--- src/rtl/pcm_mm_scheduler.sv ---
`default_nettype none
// ============================================================================
// Module      : pcm_mm_scheduler
// Description : Responder side of the PCM main-memory schedule/resolved
//               handshake. Each rising edge of schedule queues one request
//               {addr, cpu_write, cpu_in}. Requests are issued to the PCM
//               array in arrival order with fixed read/write latencies, and
//               each completion pulses resolved with the returned data.
// Ports       : clk, reset (sync, active-low)
//               schedule/addr/cpu_write/cpu_in  - request side inputs
//               resolved/data_in                - completion pulse and data
//               busy/full/overflow              - queue and engine status
//               mem_en/mem_we/mem_addr/mem_wdata/mem_rdata - PCM device port
// Revision    : 1.0 - initial release
// ============================================================================
module pcm_mm_scheduler #(
  parameter int ADDR_W    = 20,
  parameter int DATA_W    = 16,
  parameter int DEPTH     = 4,
  parameter int READ_LAT  = 4,
  parameter int WRITE_LAT = 16
) (
  input  logic              clk,
  input  logic              reset,
  input  logic              schedule,
  input  logic [ADDR_W-1:0] addr,
  input  logic              cpu_write,
  input  logic [DATA_W-1:0] cpu_in,
  output logic              resolved,
  output logic [DATA_W-1:0] data_in,
  output logic              busy,
  output logic              full,
  output logic              overflow,
  output logic              mem_en,
  output logic              mem_we,
  output logic [ADDR_W-1:0] mem_addr,
  output logic [DATA_W-1:0] mem_wdata,
  input  logic [DATA_W-1:0] mem_rdata
);

  localparam int PTR_W   = $clog2(DEPTH);
  localparam int MAX_LAT = (READ_LAT > WRITE_LAT) ? READ_LAT : WRITE_LAT;
  localparam int CNT_W   = $clog2(MAX_LAT + 1);
  localparam int ENT_W   = ADDR_W + 1 + DATA_W;

  localparam logic [PTR_W:0]   FULL_COUNT = (PTR_W + 1)'(DEPTH);
  localparam logic [CNT_W-1:0] RD_LOAD    = CNT_W'(READ_LAT);
  localparam logic [CNT_W-1:0] WR_LOAD    = CNT_W'(WRITE_LAT);

  typedef enum logic [1:0] {
    IDLE    = 2'd0,
    ISSUE   = 2'd1,
    WAIT    = 2'd2,
    RESPOND = 2'd3
  } state_t;

  state_t            state;
  logic              sched_prev;
  logic [PTR_W-1:0]  rd_ptr;
  logic [PTR_W-1:0]  wr_ptr;
  logic [PTR_W:0]    count;
  logic [CNT_W-1:0]  lat_cnt;
  logic [ENT_W-1:0]  fifo_mem [DEPTH];

  logic              sched_edge;
  logic              push;
  logic              pop;
  logic [ENT_W-1:0]  head;

  assign sched_edge = schedule & ~sched_prev;
  // full reflects the count before any same-cycle pop, so an edge arriving
  // while full is dropped even if the head leaves on that very cycle.
  assign full       = (count == FULL_COUNT);
  assign push       = sched_edge & ~full;
  assign pop        = (state == IDLE) && (count != '0);
  assign head       = fifo_mem[rd_ptr];
  assign busy       = (count != '0) || (state != IDLE);

  // Queue storage needs no reset: entries are only read once count says so.
  always_ff @(posedge clk) begin
    if (push) begin
      fifo_mem[wr_ptr] <= {addr, cpu_write, cpu_in};
    end
  end

  always_ff @(posedge clk) begin
    if (!reset) begin
      state      <= IDLE;
      sched_prev <= 1'b0;
      rd_ptr     <= '0;
      wr_ptr     <= '0;
      count      <= '0;
      lat_cnt    <= '0;
      overflow   <= 1'b0;
      resolved   <= 1'b0;
      data_in    <= '0;
      mem_en     <= 1'b0;
      mem_we     <= 1'b0;
      mem_addr   <= '0;
      mem_wdata  <= '0;
    end else begin
      sched_prev <= schedule;

      if (sched_edge && full) begin
        overflow <= 1'b1;
      end
      if (push) begin
        wr_ptr <= wr_ptr + PTR_W'(1);
      end
      if (pop) begin
        rd_ptr <= rd_ptr + PTR_W'(1);
      end
      case ({push, pop})
        2'b10:   count <= count + (PTR_W + 1)'(1);
        2'b01:   count <= count - (PTR_W + 1)'(1);
        default: count <= count;
      endcase

      mem_en   <= 1'b0;
      resolved <= 1'b0;

      case (state)
        IDLE: begin
          if (pop) begin
            mem_en                          <= 1'b1;
            {mem_addr, mem_we, mem_wdata}   <= head;
            state                           <= ISSUE;
          end
        end
        ISSUE: begin
          lat_cnt <= mem_we ? WR_LOAD : RD_LOAD;
          state   <= WAIT;
        end
        WAIT: begin
          // Last wait cycle: read data is valid now, completion shows next cycle.
          if (lat_cnt == CNT_W'(1)) begin
            data_in  <= mem_we ? mem_wdata : mem_rdata;
            resolved <= 1'b1;
            state    <= RESPOND;
          end else begin
            lat_cnt <= lat_cnt - CNT_W'(1);
          end
        end
        RESPOND: begin
          state <= IDLE;
        end
        default: begin
          state <= IDLE;
        end
      endcase
    end
  end

endmodule
`default_nettype wire

--- config.mk ---
export PLATFORM = sky130hd
export DESIGN_NAME = pcm_mm_scheduler
export DESIGN_NICKNAME = d
export VERILOG_FILES = /design/src/rtl/pcm_mm_scheduler.sv
export SDC_FILE = /design/constraint.sdc
export NUM_CORES = 1
export LEC_CHECK = 0
export BUFFER_PORTS_ARGS = -buffer_cell sky130_fd_sc_hd__buf_2
export CAP_MARGIN = 40
export CORE_ASPECT_RATIO = 1.1
export CORE_MARGIN = 5
export CORE_UTILIZATION = 64
export CTS_BUF_LIST = sky130_fd_sc_hd__clkbuf_2 sky130_fd_sc_hd__clkbuf_4 sky130_fd_sc_hd__clkbuf_8
export CTS_CLUSTER_DIAMETER = 150
export CTS_CLUSTER_SIZE = 40
export DETAILED_ROUTE_END_ITERATION = 12
export PLACE_DENSITY = 0.88
export SLEW_MARGIN = 0
export SYNTH_ARGS = -nofsm -noshare
export SYNTH_HDL_FRONTEND = slang
export SYNTH_SLANG_ARGS = --single-unit
--- constraint.sdc ---
create_clock -name clk -period 4.2 [get_ports clk]
set_clock_uncertainty 0.1 [all_clocks]
set_input_delay 0.84 -clock clk [delete_from_list [all_inputs] [get_ports clk]]
set_output_delay 0.84 -clock clk [all_outputs]
set_load 0.1 [all_outputs]
==> impl_metrics.ini, run 1 <==
[yosys]
synth_cell_types = 46
avgSynthCellArea_um2 = 17.77
yosys_warnings = 0
synth_nets = 528
seq_area_frac_synth_pct = 71.61
syn_inst = 461
async_flop_share_pct = 0
synth_edf_count = 148
synth_area_um2 = 8192
ys_ff_latch = 219
ys.flop_type = edfxtp_1

[power_and_ir_drop]
clkPwrFrac_pct = 13.0
p_sw_share_pct = 44.16
internal_power_mw = 3.520
leakage_nw = 3.280
combPwrFrac_pct = 41.6
power_density_nw_per_um2 = 687.3
seqPwrFrac_pct = 45.4
netSwitchingPower_mw = 2.783
ir_drop_v = 0.0006112

[floorplanning]
die_w_um = 117.9
start_util_pct = 65.07
fp-row-count = 43
dieArea_um2 = 15160
die_h_um = 128.7
num_io_pins = 114
fp.coreArea_um2 = 12590

[critical_path]
crit_type = reg2out
crit_chain = or3b_1, inv_2, buf_2
cp.arrival_ns = 1.99
cp_slowest_cell = or3b_1
path_buf_inv = 2
startpoint = count[2]
crit-reg2reg-launch = count[2]
rr_endpoint = count[2]
endpoint = full
rrSetupSlack_ns = 1.66
required_ns = 3.26
end_kind = primary output
crit_fanout = 7
worstSetupStartpointType = flop
max_stage_delay_ns = 0.47
cp_top_family = buffers and inverters
rr_worst_depth = 10
cp_num_cells = 3

[sta]
holdWs_ns = 0.4059
fin_tns_setup_ns = 0
fmaxAchievable_ghz = 0.3416
setup_violations = 0
final_max_slew_viol_count = 0
fin_crit_sh_pct = 69.70
worst-slew-pin-transition_ns = 0.9380
rsz0062_at_grt = no
relSlewSlack_pct = 37.40
fin_crit_ns = 2.927
hold_violations = 0

[cts]
clockBufferDepth = 3
postCtsHoldBufs = 0
path_clk_slew_ns = 0.22
cts-root-buf = clkbuf_8
post_cts_buffers = 0
clk_latency_ns = 0.52
cts_resized = 0
tritoncts = built
cts_sinks = 219
htreeDepth = 1
cts_made_buffers = 9

[hold_path]
min-delay-start = state[1]
hold_class = reg2reg

[drt]
wl_per_cell_um = 21.60
dr.pass1.iters = 4
routed_via_density = 6.126
antenna_left = 0
vias = 4441
drtIter0Drc = 387
routed_wl_um = 15660
detail_route.drc_violations = 0

[cells_and_area]
area_delta_synth_final_pct = 11.94
multi_input_area_um2 = 2135
nFillCells = 752
layout.nets = 633
n_antenna_cell = 0
regArea_um2 = 5868
drive_above_1_share_pct = 33.10

[status]
status = completed

[global_routing]
grt_max_degree = 42
grt_use_total_pct = 20.93
antenna_found_initial = 1
grt_overflow = 0
first_global_vias = 4655
grt_pass1_wl_um = 25160

[placed_design]
gp_congestion = 0.7856
hpwl_um = 10960
port_buffers = 113

[run]
drv_cap = 0
==> worst reg2reg max path: stages (launching register included) <==
cell and delay, ns:
dfxtp_1 0.44, or3b_1 0.47, inv_2 0.12, nor2_1 0.05, inv_1 0.05, ha_1 0.18
inv_1 0.07, fa_1 0.39, xor2_1 0.17, or3_1 0.31, a21oi_1 0.14
==> final cells by class <==
type / count / area share (%)
multi-input cells: 201 / 23.28
flip-flops and latches: 219 / 63.99
repair buffers: 123 / 8.173
clock inverters: 1 / 0.3275
well taps: 157 / 2.142
clock buffers: 12 / 1.596
inverters: 12 / 0.4912
==> logic make-up after synthesis <==
logic type      after synthesis  synth area share (%)
buf+inv                      41                 2.505
mux                          54                 12.25
compound gates               90                 8.233
xor+xnor                      6                0.6415
fa+ha+maj                    11                 1.772
simple gates                 40                 2.994
flops                       219                 71.61
==> placed cells by master (no fill, tap or decap), drive strengths merged, types with 2 or more instances in the layout <==
| cell | count |
|---|---|
| a211oi | 17 |
| a21oi | 23 |
| a22o | 37 |
| and2 | 4 |
| and3 | 5 |
| buf | 123 |
| clkbuf | 12 |
| dfxtp | 71 |
| edfxtp | 148 |
| ha | 10 |
| inv | 12 |
| mux2i | 17 |
| mux4 | 37 |
| nand2 | 5 |
| nand3 | 3 |
| nor2 | 10 |
| nor3 | 2 |
| nor4b | 2 |
| o21ai | 3 |
| o221a | 2 |
| o311ai | 2 |
| xnor2 | 2 |
| xor2 | 4 |
==> power by group through the flow <==
stage	clock network [mW]	logic [mW]	registers, mW
2_1_floorplan	0	0.925	4.11
3_3_place_gp	0	2.52	2.91
3_5_place_dp	0	2.64	2.91
4_1_cts	0.836	2.64	2.86
5_1_grt	0.925	2.75	2.90
6_report	0.820	2.62	2.86
==> sequential cells by signal, indices dropped and copies added (netlist names), 2 cells and up <==
signal,cells
mem_wdata,16
lat_cnt,5
wr_ptr,2
mem_addr,20
state,2
rd_ptr,2
data_in,16
count,3
fifo_mem,148
==> through the flow <==
stage          cell area [um^2]  utilization, %  total power [mW]  cells  worst slack [ns]
2_1_floorplan              8192               -             5.033    461             1.496
3_3_place_gp               8825           70.10             5.426    704             1.511
3_5_place_dp               8994           71.44             5.545    712             1.528
4_1_cts                    9170           72.84             6.340    725             1.261
5_1_grt                    9170           72.84             6.578    725             1.157
6_report                   9170           72.84             6.303    725             1.273
==> metal layers <==
layer	track usage (%)	wire, um	part of all wire, %
met1	28.32	6389	41
met2	36.22	8013	51
met3	3.385	900	5.7
met4	5.398	345	2.2
met5	0	9	0.057
==> how the worst min path moves through the flow <==
stage                                  to  slack, ns  cells after the start
after CTS                 fifo_mem[0][25]       0.40                      1
after global routing      fifo_mem[3][25]       0.39                      1
after floorplan                  state[1]       0.35                      2
after global placement       mem_addr[19]       0.36                      1
after detailed placement      mem_addr[1]       0.36                      1
final                            state[1]       0.41                      2
==> cell usage after synthesis, types with 4 or more instances <==
master,number,area (um^2)
ha_1,10,125.1
xor2_1,4,35.03
buf_1,4,15.01
clkbuf_1,6,22.52
edfxtp_1,148,4444
nor2_1,9,33.78
a21oi_1,23,115.1
nand2_1,5,18.77
mux4_2,37,833.3
a22o_1,37,324.1
buf_2,14,70.07
mux2i_1,17,170.2
buf_6,4,45.04
and3_1,5,31.28
inv_1,11,41.29
a211oi_1,17,127.6
dfxtp_1,71,1421
No activity file was read; power rests on OpenSTA's default activity.
==> run 2: changes to the inputs <==
--- a/config.mk
+++ b/config.mk
@@ -5,16 +5,17 @@
 export SDC_FILE = /design/constraint.sdc
 export NUM_CORES = 1
 export LEC_CHECK = 0
+export ABC_AREA = 1
 export BUFFER_PORTS_ARGS = -buffer_cell sky130_fd_sc_hd__buf_2
 export CAP_MARGIN = 40
 export CORE_ASPECT_RATIO = 1.1
 export CORE_MARGIN = 5
-export CORE_UTILIZATION = 64
+export CORE_UTILIZATION = 60
 export CTS_BUF_LIST = sky130_fd_sc_hd__clkbuf_2 sky130_fd_sc_hd__clkbuf_4 sky130_fd_sc_hd__clkbuf_8
 export CTS_CLUSTER_DIAMETER = 150
 export CTS_CLUSTER_SIZE = 40
 export DETAILED_ROUTE_END_ITERATION = 12
-export PLACE_DENSITY = 0.88
+export PLACE_DENSITY = 0.82
 export SLEW_MARGIN = 0
 export SYNTH_ARGS = -nofsm -noshare
 export SYNTH_HDL_FRONTEND = slang
==> constraint.sdc (replaced) <==
create_clock -name clk -period 2.8 [get_ports clk]
set_clock_uncertainty 0.1 [all_clocks]
set_input_delay 0.56 -clock clk [delete_from_list [all_inputs] [get_ports clk]]
set_output_delay 0.56 -clock clk [all_outputs]
set_load 0.1 [all_outputs]
==> impl_metrics.ini, run 2 <==
[status]
status = completed

[floorplanning]
die_w_um = 124.2
die_h_um = 135.6
num_io_pins = 114
dieArea_um2 = 16850
start_util_pct = 60.33
fp-row-count = 46
fp.coreArea_um2 = 14270

[sta]
fin_tns_setup_ns = 0
hold_violations = 0
final_max_slew_viol_count = 0
rsz0062_at_grt = no
fin_crit_ns = 2.517
setup_violations = 0
fin_crit_sh_pct = 89.88
fmaxAchievable_ghz = 0.3974
worst-slew-pin-transition_ns = 0.7176
relSlewSlack_pct = 52.03

[cells_and_area]
top_regs = fifo_mem (148), mem_addr (20)
area_delta_synth_final_pct = 10.19
drive_above_1_share_pct = 17.64
nFillCells = 1093
postLayoutCellArea_um2 = 9488
layout.nets = 972
regMostFlops = fifo_mem
layout_common_cells = nor2_1, edfxtp_1, buf_2, o21ai_0, o21ai_1
n_antenna_cell = 0
largest_reg_flops = 148
layout_commonest_cell = nor2_1

[yosys]
avgSynthCellArea_um2 = 10.64
synth_top_area_share_pct = 51.61
ys.flop_type = edfxtp_1
synthTopCellsByCount = nor2_1, edfxtp_1, o21ai_0, o21ai_1
async_flop_share_pct = 0
seq_area_frac_synth_pct = 68.12
yosys.area.top_type = edfxtp_1
synth_cell_types = 29
yosys_warnings = 0
synth_area_um2 = 8611
ys_ff_latch = 219
syn_inst = 809
synth_nets = 876
yosys-top-cells-area = edfxtp_1, dfxtp_1, nor2_1, o21ai_0, o21ai_1
synth_edf_count = 148
yosysMostFrequentCell = nor2_1

[critical_path]
rr_worst_depth = 12
max_stage_delay_ns = 0.46
crit-reg2reg-launch = count[0]
cp_top_family = buffers and inverters
rrSetupSlack_ns = 0.72
rr_endpoint = count[2]
cp_num_cells = 4
crit_type = reg2out
end_kind = primary output
path_buf_inv = 2
cp_slowest_cell = buf_2
crit_chain = inv_1, ha_1, nand4_1, buf_2
crit_fanout = 3
worstSetupStartpointType = flop
required_ns = 2.14
cp.arrival_ns = 1.86

[global_routing]
grt_max_degree = 55
antenna_found_initial = 1
grt_pass1_wl_um = 28300
grt_overflow = 0
grt_use_total_pct = 20.27
first_global_vias = 5647

[cts]
post_cts_buffers = 0
cts_made_buffers = 9
path_clk_slew_ns = 0.22
cts_sinks = 219
postCtsHoldBufs = 0
htreeDepth = 1
clk_latency_ns = 0.52
tritoncts = built
cts-root-buf = clkbuf_8
cts_resized = 0
clockBufferDepth = 3

[placed_design]
dpl-instance-area_um2 = 9311
hpwl_um = 11340
port_buffers = 113
gp_congestion = 0.8347

[power_and_ir_drop]
power_density_nw_per_um2 = 990.3
ir_drop_v = 0.0006981
leakage_nw = 3.684
power.total_mw = 9.396

[hold_path]
hold_class = in2reg
min-delay-start = schedule
hold_depth = 3
hold_end = sched_prev

[drt]
wl_per_cell_um = 15.40
detail_route.drc_violations = 0
dr.pass1.iters = 5
routed_wl_um = 16920
vias = 5784
drtIter0Drc = 497
antenna_left = 0
routed_via_density = 5.263

[run]
drv_cap = 0
-- run 2: cell count changes after synthesis, moves of 5 or more --
cell,previous run,this run
clkbuf_1,6,13
mux2i_1,17,0
buf_4,1,6
and3_1,5,0
a21oi_1,23,13
a211oi_1,17,0
o21ai_0,3,101
nor2_1,9,232
inv_1,11,22
nand2_1,5,71
mux4_2,37,0
a22o_1,37,0
o21ai_1,0,73
-- run 2: per-layer routing --
metal | track usage, % | up-vias | wire length (um)
li1 | - | 2912 | -
met1 | 27.42 | 2680 | 7404
met2 | 35.37 | 171 | 8330
met3 | 3.076 | 19 | 965
met4 | 4.080 | 2 | 214
met5 | 0 | - | 7
-- run 2: worst max path at each step --
stage	endpoint	start
floorplan	fifo_mem[0][0]	schedule
global placement	count[2]	schedule
detailed placement	count[2]	schedule
CTS	busy	state[0]
global route	busy	state[0]
finish	busy	state[0]
-- run 2: where the power goes --
group / switching (mW) / leakage (nW) / internal, mW
Sequential: 0.277 / 1.93 / 3.88
Clock: 0.882 / 0.0899 / 0.363
Combinational: 3.09 / 1.66 / 0.899
-- run 2: cells by family (layout without fill, tap and decap cells) --
kind of cell / after synthesis / count (layout) / share of synthesized area, %
buffers and inverters: 73 / 171 / 4.940
flip-flops: 219 / 219 / 68.12
adder cells (fa/ha/maj): 11 / 11 / 1.686
AO/OA/AOI/OAI: 187 / 187 / 10.87
XOR/XNOR: 1 / 1 / 0.1017
AND/OR/NAND/NOR: 318 / 318 / 14.28
-- run 2: cell type report --
cell class	instances	area [um^2]	area share (%)
sequential	219	5868	61.85
multi-input combinational	517	2350	24.77
clock inverter	1	30.03	0.3165
inverter	28	110.1	1.160
timing repair buffer	130	743.2	7.833
tap	192	240.2	2.532
clock buffer	12	146.4	1.543
-- run 2: worst reg2reg max path: stages (launching register included) --
cell	delay, ns
dfxtp_1	0.38
inv_2	0.10
nand3_1	0.09
nand2_1	0.07
buf_4	0.20
ha_1	0.17
inv_1	0.07
fa_1	0.38
a21oi_1	0.14
o21ai_0	0.13
nand2_1	0.08
nand2_1	0.05
nor2_1	0.10
-- run 2: stage by stage --
stage / setup slack, ns / hold slack [ns] / cells / utilization, %
3_5_place_dp: 0.5103 / 0.3628 / 1086 / 65.23
5_1_grt: 0.1626 / 0.1159 / 1099 / 66.47
2_1_floorplan: -0.1773 / 0.3423 / 809 / -
3_3_place_gp: 0.5855 / 0.3549 / 1086 / 65.23
4_1_cts: 0.2504 / 0.08969 / 1099 / 66.47
6_report: 0.2835 / 0.1136 / 1099 / 66.47
